==> src/rtl/can_pkg.sv <==
// Shared CAN constants, parser state and field-select enums.
// Field widths also serve the transmit path.
package can_pkg;

  localparam int unsigned FRAME_W        = 150;
  localparam int unsigned STUFF_LEN      = 5;
  localparam int unsigned ID_STD_W       = 11;
  localparam int unsigned ID_EXT_W       = 18;
  localparam int unsigned ID_W           = ID_STD_W + ID_EXT_W;
  localparam int unsigned DLC_W          = 4;
  localparam int unsigned CRC_W          = 15;
  localparam int unsigned MAX_DATA_BYTES = 8;
  localparam int unsigned DATA_W         = 8 * MAX_DATA_BYTES;
  localparam int unsigned IDX_W          = $clog2(FRAME_W);
  localparam int unsigned CNT_W          = 7;
  localparam int unsigned RUN_W          = $clog2(STUFF_LEN + 1);
  localparam int unsigned DPTR_W         = $clog2(DATA_W);

  localparam logic [CRC_W-1:0] CRC_POLY = 15'h4599;

  typedef enum logic [1:0] {
    ST_IDLE,
    ST_PARSE,
    ST_DONE
  } state_e;

  typedef enum logic [3:0] {
    F_SOF, F_ID_A, F_SRR_RTR, F_IDE, F_ID_B, F_RTR,
    F_R1, F_R0, F_DLC, F_DATA, F_CRC, F_CDEL
  } field_e;

endpackage

==> src/rtl/can_crc15.sv <==
// Serial CAN CRC-15: one message bit per enabled clock, synchronous clear.
module can_crc15
  import can_pkg::*;
#(
  parameter logic [CRC_W-1:0] POLY = CRC_POLY
) (
  input  logic             clk,
  input  logic             rst_n,
  input  logic             clr_i,
  input  logic             en_i,
  input  logic             bit_i,
  output logic [CRC_W-1:0] crc_o
);

  logic [CRC_W-1:0] crc_q, crc_d;
  logic             fb;

  always_comb begin
    fb    = bit_i ^ crc_q[CRC_W-1];
    crc_d = {crc_q[CRC_W-2:0], 1'b0} ^ (fb ? POLY : '0);
  end

  always_ff @(posedge clk or negedge rst_n) begin
    if (!rst_n)     crc_q <= '0;
    else if (clr_i) crc_q <= '0;
    else if (en_i)  crc_q <= crc_d;
  end

  assign crc_o = crc_q;

endmodule

==> src/rtl/can_frame_decoder.sv <==
// Walks a captured CAN frame one raw bit per clock: destuffs, extracts fields, checks CRC-15.
// Define CAN_EXT_ID_EN to decode 29-bit (IDE=1) frames; otherwise IDE=1 is a form error.
module can_frame_decoder
  import can_pkg::*;
(
  input  logic               baud_clk,
  input  logic               rst,
  input  logic [FRAME_W-1:0] shifted_bus,
  input  logic               finished_rx,
  output logic               busy,
  output logic               frame_done,
  output logic               frame_ok,
  output logic [ID_W-1:0]    rx_id,
  output logic               rx_ide,
  output logic               rx_rtr,
  output logic [DLC_W-1:0]   rx_dlc,
  output logic [DATA_W-1:0]  rx_data,
  output logic               err_stuff,
  output logic               err_crc,
  output logic               err_form,
  output logic               overrun
);

  state_e             state_q, state_d;
  field_e             field_q, field_d;
  logic [FRAME_W-1:0] buf_q, buf_d;
  logic [IDX_W-1:0]   idx_q, idx_d;
  logic [CNT_W-1:0]   cnt_q, cnt_d;
  logic [RUN_W-1:0]   run_q, run_d;
  logic               last_q, last_d;
  logic [DPTR_W-1:0]  ptr_q, ptr_d;
  logic [CRC_W-2:0]   rxcrc_q, rxcrc_d;
  logic               fin_prev_q;

  logic               busy_q, busy_d, done_q, done_d, ok_q, ok_d;
  logic [ID_W-1:0]    id_q, id_d;
  logic               ide_q, ide_d, rtr_q, rtr_d;
  logic [DLC_W-1:0]   dlc_q, dlc_d;
  logic [DATA_W-1:0]  data_q, data_d;
  logic               es_q, es_d, ec_q, ec_d, ef_q, ef_d, ovr_q, ovr_d;

  logic               raw_bit, crc_clr, crc_en, finish;
  logic [ID_W-1:0]    id_shifted;
  logic [DLC_W-1:0]   dlc_full, n_bytes;
  logic [CRC_W-1:0]   crc_val;

  assign raw_bit  = buf_q[idx_q];
  assign dlc_full = {dlc_q[DLC_W-2:0], raw_bit};
  assign n_bytes  = rtr_q ? '0 : ((dlc_full > 4'd8) ? 4'd8 : dlc_full);

`ifdef CAN_EXT_ID_EN
  assign id_shifted = {id_q[ID_W-2:0], raw_bit};
`else
  assign id_shifted = {{ID_EXT_W{1'b0}}, id_q[ID_STD_W-2:0], raw_bit};
`endif

  can_crc15 u_crc (
    .clk   (baud_clk),
    .rst_n (rst),
    .clr_i (crc_clr),
    .en_i  (crc_en),
    .bit_i (raw_bit),
    .crc_o (crc_val)
  );

  always_comb begin
    state_d = state_q;  field_d = field_q;  buf_d  = buf_q;   idx_d   = idx_q;
    cnt_d   = cnt_q;    run_d   = run_q;    last_d = last_q;  ptr_d   = ptr_q;
    rxcrc_d = rxcrc_q;  busy_d  = busy_q;   done_d = 1'b0;    ok_d    = ok_q;
    id_d    = id_q;     ide_d   = ide_q;    rtr_d  = rtr_q;   dlc_d   = dlc_q;
    data_d  = data_q;   es_d    = es_q;     ec_d   = ec_q;    ef_d    = ef_q;
    ovr_d   = ovr_q;    crc_clr = 1'b0;     crc_en = 1'b0;    finish  = 1'b0;

    case (state_q)
      ST_IDLE: begin
        if (finished_rx && !fin_prev_q) begin
          buf_d   = shifted_bus;
          idx_d   = IDX_W'(FRAME_W - 1);
          field_d = F_SOF;
          cnt_d   = '0;
          run_d   = '0;
          last_d  = 1'b0;
          ptr_d   = DPTR_W'(DATA_W - 1);
          busy_d  = 1'b1;
          ok_d    = 1'b0;
          id_d    = '0;  ide_d = 1'b0;  rtr_d = 1'b0;  dlc_d = '0;  data_d = '0;
          es_d    = 1'b0; ec_d = 1'b0;  ef_d  = 1'b0;  ovr_d = 1'b0;
          crc_clr = 1'b1;
          state_d = ST_PARSE;
        end
      end

      ST_PARSE: begin
        if (finished_rx) ovr_d = 1'b1;
        idx_d = IDX_W'(idx_q - 1'b1);
        // Bit after a full run is a stuff bit: dropped, never reaches CRC or fields.
        if (field_q != F_CDEL && run_q == RUN_W'(STUFF_LEN)) begin
          if (raw_bit == last_q) es_d = 1'b1;
          run_d  = RUN_W'(1);
          last_d = raw_bit;
        end else begin
          if (field_q != F_CDEL) begin
            run_d  = (run_q != '0 && raw_bit == last_q) ? RUN_W'(run_q + 1'b1) : RUN_W'(1);
            last_d = raw_bit;
          end
          crc_en = (field_q != F_CRC) && (field_q != F_CDEL);
          cnt_d  = CNT_W'(cnt_q - 1'b1);
          case (field_q)
            F_SOF: begin
              if (raw_bit) ef_d = 1'b1;
              field_d = F_ID_A;
              cnt_d   = CNT_W'(ID_STD_W - 1);
            end
            F_ID_A: begin
              id_d = id_shifted;
              if (cnt_q == '0) field_d = F_SRR_RTR;
            end
            F_SRR_RTR: begin
              rtr_d   = raw_bit;
              field_d = F_IDE;
            end
            F_IDE: begin
              ide_d = raw_bit;
              if (raw_bit) begin
`ifdef CAN_EXT_ID_EN
                if (!rtr_q) ef_d = 1'b1;
                field_d = F_ID_B;
                cnt_d   = CNT_W'(ID_EXT_W - 1);
`else
                ef_d   = 1'b1;
                finish = 1'b1;
`endif
              end else begin
                field_d = F_R0;
              end
            end
            F_ID_B: begin
              id_d = id_shifted;
              if (cnt_q == '0) field_d = F_RTR;
            end
            F_RTR: begin
              rtr_d   = raw_bit;
              field_d = F_R1;
            end
            F_R1: field_d = F_R0;
            F_R0: begin
              field_d = F_DLC;
              cnt_d   = CNT_W'(DLC_W - 1);
            end
            F_DLC: begin
              dlc_d = dlc_full;
              if (cnt_q == '0) begin
                if (n_bytes == '0) begin
                  field_d = F_CRC;
                  cnt_d   = CNT_W'(CRC_W - 1);
                end else begin
                  field_d = F_DATA;
                  cnt_d   = CNT_W'({n_bytes, 3'b000} - 7'd1);
                end
              end
            end
            F_DATA: begin
              data_d[ptr_q] = raw_bit;
              ptr_d         = DPTR_W'(ptr_q - 1'b1);
              if (cnt_q == '0) begin
                field_d = F_CRC;
                cnt_d   = CNT_W'(CRC_W - 1);
              end
            end
            F_CRC: begin
              rxcrc_d = {rxcrc_q[CRC_W-3:0], raw_bit};
              if (cnt_q == '0) begin
                field_d = F_CDEL;
                if ({rxcrc_q, raw_bit} != crc_val) ec_d = 1'b1;
              end
            end
            F_CDEL: begin
              if (!raw_bit) ef_d = 1'b1;
              finish = 1'b1;
            end
            default: ;
          endcase
        end
        // Buffer exhausted before the CRC delimiter: truncated frame.
        if (!finish && idx_q == '0) begin
          ef_d   = 1'b1;
          finish = 1'b1;
        end
        if (finish) begin
          state_d = ST_DONE;
          done_d  = 1'b1;
          ok_d    = !(es_d || ec_d || ef_d);
        end
      end

      ST_DONE: begin
        if (finished_rx) ovr_d = 1'b1;
        busy_d  = 1'b0;
        state_d = ST_IDLE;
      end

      default: state_d = ST_IDLE;
    endcase
  end

  always_ff @(posedge baud_clk or negedge rst) begin
    if (!rst) begin
      state_q <= ST_IDLE;  field_q <= F_SOF;  buf_q  <= '1;  idx_q   <= '0;
      cnt_q   <= '0;       run_q   <= '0;     last_q <= 1'b0; ptr_q  <= '0;
      rxcrc_q <= '0;       fin_prev_q <= 1'b0;
      busy_q  <= 1'b0;     done_q  <= 1'b0;   ok_q   <= 1'b0;
      id_q    <= '0;       ide_q   <= 1'b0;   rtr_q  <= 1'b0; dlc_q  <= '0;
      data_q  <= '0;       es_q    <= 1'b0;   ec_q   <= 1'b0; ef_q   <= 1'b0;
      ovr_q   <= 1'b0;
    end else begin
      state_q <= state_d;  field_q <= field_d;  buf_q  <= buf_d;   idx_q  <= idx_d;
      cnt_q   <= cnt_d;    run_q   <= run_d;    last_q <= last_d;  ptr_q  <= ptr_d;
      rxcrc_q <= rxcrc_d;  fin_prev_q <= finished_rx;
      busy_q  <= busy_d;   done_q  <= done_d;   ok_q   <= ok_d;
      id_q    <= id_d;     ide_q   <= ide_d;    rtr_q  <= rtr_d;   dlc_q  <= dlc_d;
      data_q  <= data_d;   es_q    <= es_d;     ec_q   <= ec_d;    ef_q   <= ef_d;
      ovr_q   <= ovr_d;
    end
  end

  assign busy       = busy_q;
  assign frame_done = done_q;
  assign frame_ok   = ok_q;
  assign rx_id      = id_q;
  assign rx_ide     = ide_q;
  assign rx_rtr     = rtr_q;
  assign rx_dlc     = dlc_q;
  assign rx_data    = data_q;
  assign err_stuff  = es_q;
  assign err_crc    = ec_q;
  assign err_form   = ef_q;
  assign overrun    = ovr_q;

endmodule

==> config.mk <==
export PLATFORM = sky130hd
export DESIGN_NAME = can_frame_decoder
export DESIGN_NICKNAME = d
export VERILOG_FILES = /design/src/rtl/can_pkg.sv /design/src/rtl/can_crc15.sv /design/src/rtl/can_frame_decoder.sv
export SDC_FILE = /design/constraint.sdc
export NUM_CORES = 1
export LEC_CHECK = 0
export CAP_MARGIN = 20
export CELL_PAD_IN_SITES_DETAIL_PLACEMENT = 1
export CELL_PAD_IN_SITES_GLOBAL_PLACEMENT = 2
export CORE_MARGIN = 8
export CORE_UTILIZATION = 30
export CTS_CLUSTER_SIZE = 10
export DETAILED_ROUTE_END_ITERATION = 7
export PLACE_DENSITY = 0.8
export SYNTH_ARGS = -nofsm -noshare
export SYNTH_HDL_FRONTEND = slang
export SYNTH_SLANG_ARGS = --single-unit
==> constraint.sdc <==
create_clock -name baud_clk -period 3.3 [get_ports baud_clk]
set_clock_uncertainty 0.05 [all_clocks]
set_input_delay 0.66 -clock baud_clk [delete_from_list [all_inputs] [get_ports baud_clk]]
set_output_delay 0.66 -clock baud_clk [all_outputs]
set_load 0.02 [all_outputs]
==> reports/metrics.yaml <==
drt-wirelength-per-cell_um: 19.53
synth_edf_count: 0
syn_inst: 1510
powerDensity_nw_per_um2: 839.5
cts_tree: "yes"
synth.distinct_cells: 70
arrival_ps: 3750
die_y_um: 236.4
grt-ovfl-total: 0
cts_buffers: 38
crit_fanout: 6
yosys.area.top_type: "dfstp_2"
syn_area_per_cell_um2: 9.654
htreeDepth: 2
critPathKind: "reg -> reg"
fp-row-count: 80
numClockSinks: 299
synthTopCellsByCount: "nand2_1 (589), dfstp_2 (150), dfrtp_1 (149)"
fp.dieW_um: 236.4
totalWireLength_um: 47050
dieArea_um2: 55900
dp_hpwl_um: 33420
ant_nets: 0
grt_use_total_pct: 16.68
cts_buffer_depth: 3
drc_errors: 0
hold_buffers: 0
p_total_w: 0.01621
ys_seq_area_share_pct: 52.61
cp-start-kind: "register"
irDropWorstVdd_mv: 0.3657
ys_ff_latch: 299
place.port_buffers: 240
synthFlopType: "dfstp_2"
yosysMostFrequentCell: "nand2_1"
gp_congestion: 0.8374
violations: "negative setup slack"
n_fill_cell: 5372
clock-root-buffer: "clkbuf_16"
antenna_found_initial: 0
rsz0062_at_grt: "yes"
status: "finished, violations left"
viasPerCell: 4.955
required_ps: 3710
setup_ws_ps: -36.61
clk_latency_ps: 550
yosys_warnings: 0
fin_nets: 1934
grt_pass1_wl_um: 76180
finalMaxSlewViolations: 0
hold_ws_ps: 43.89
hold_violations: 0
clkTransAtPathRegs_ps: 60
antenna_cells: 0
period_share_pct: 101.1
ios: 259
start_util_pct: 30.47
min_period_ps: 3337
grt_pass1_vias: 13159
finalSetupViolCount: 1
drv_cap: 0
end_kind: "register"
syn_area_um2: 14580
reg2reg_depth: 11
vias: 11936
synthArstFlopShare_pct: 100.0
fmax_mhz: 299.7
area_growth_syn_to_layout_pct: 32.45
hold_class: "in -> async"
drt_iter0_drc: 923
leakage_nw: 8.571
dp_slack_ps: -207.4
synth_top_cell_area_share_pct: 27.04
dr.pass1.iters: 5
core_um2: 47850
ys_top_cells_by_area: "dfstp_2 (27%), dfrtp_1 (26%), nand2_1 (15%), mux4_2 (3.6%), mux2i_1 (2.9%)"
relSlewSlack_pct: 47.30
tightestPinTransition_ps: 784.5
drive_gt1_share_pct: 20.23
grt_max_degree: 157
layout make-up:
class                           count  area, µm²  area share, %
Clock buffer                       57       1104          5.715
Tap cell                          615      769.5          3.985
Inverter                           22      82.58         0.4277
Timing Repair Buffer              312       3141          16.26
Sequential cell                   299       7674          39.74
Clock inverter                      6      52.55         0.2722
Multi-Input combinational cell   1098       6486          33.59
per-layer routing:
| metal | GRT usage (%) | up-vias | share of wire [%] |
|---|---|---|---|
| met5 | 0 | - | 0 |
| met4 | 4.063 | 0 | 1.7 |
| met3 | 3.136 | 57 | 4.4 |
| met2 | 27.21 | 269 | 47 |
| met1 | 22.65 | 6005 | 46 |
| li1 | - | 5605 | - |
worst max-delay path, stage by stage (launching register included):
cell	delay, ps
dfrtp_4	550
buf_12	170
buf_4	160
mux2_4	300
a221oi_2	270
o211ai_1	110
a32o_2	300
or4_4	490
buf_6	160
a21o_1	160
a211o_1	270
o31ai_2	240
flip-flops by register name, summed over array words and instances, names as in the netlist, 2 cells and up:
signal and flops:
u_crc.crc_o 15, idx_q 8, cnt_q 7, rx_data 64, rxcrc_q 14, buf_q 150, rx_dlc 4, ptr_q 6
run_q 3, rx_id 11, field_q 4, state_q 2
cell families after synthesis:
kind of cell	share of synthesized area (%)
fa+ha+maj	0.8583
simple gates	20.30
compound gates	10.03
other cells	0.02572
mux	9.810
xor+xnor	2.103
flops	52.61
buf+inv	4.266
placed cells by master, fill, tap and decap left out, drive strengths merged, types with 7 or more instances in the layout:
cell type	instances
nand2	589
clkdlybuf4s50	239
dfstp	150
dfrtp	149
buf	73
clkbuf	57
mux2i	42
o211ai	40
nor2	37
o31ai	35
a21oi	35
o21ai	35
mux2	31
xnor2	30
mux4	28
nand3	22
nor3	22
inv	19
conb	18
a22o	13
ha	10
a221oi	9
clkinv	9
nand2b	7
path summary, 6_finish.rpt:
| check | from | end | slack, ps |
|---|---|---|---|
| max | idx_q[0]$_DFFE_PN0P_ | frame_ok$_DFFE_PN0P_ | -40 |
| min | rst | cnt_q[6]$_DFFE_PN0P_ | 40 |
| max reg2reg | idx_q[0]$_DFFE_PN0P_ | frame_ok$_DFFE_PN0P_ | -40 |
| min reg2reg | buf_q[22]$_DFFE_PN1P_ | buf_q[22]$_DFFE_PN1P_ | 410 |
| max in group asynchronous | rst | buf_q[137]$_DFFE_PN1P_ | 2210 |
| min in group baud_clk | buf_q[22]$_DFFE_PN1P_ | buf_q[22]$_DFFE_PN1P_ | 410 |
report_power, final:
group | leakage [nW] | switching [W] | internal (W) | total (W)
Combinational | 4.44 | 0.00320 | 0.00277 | 0.00596
Clock | 0.567 | 0.00161 | 0.00230 | 0.00391
Sequential | 3.56 | 0.000910 | 0.00543 | 0.00634
through the flow:
stage                     instance area [µm²]  util (%)  std cells  setup TNS (ps)
after floorplan                         14640         -       1527               0
after global placement                  17880     37.37       2336          -995.3
after detailed placement                17880     37.37       2336           -1964
after CTS                               19260     40.26       2408          -15.13
after global routing                    19310     40.36       2409           -1038
final                                   19310     40.36       2409          -36.61
what timing repair did:
item                       CTS  global route
setup endpoints to repair   35            18
setup buffers                8             1
cloned                       2             0
pin swaps                   11             8
resized for setup           27             7
(Power assumes the default switching activity.)
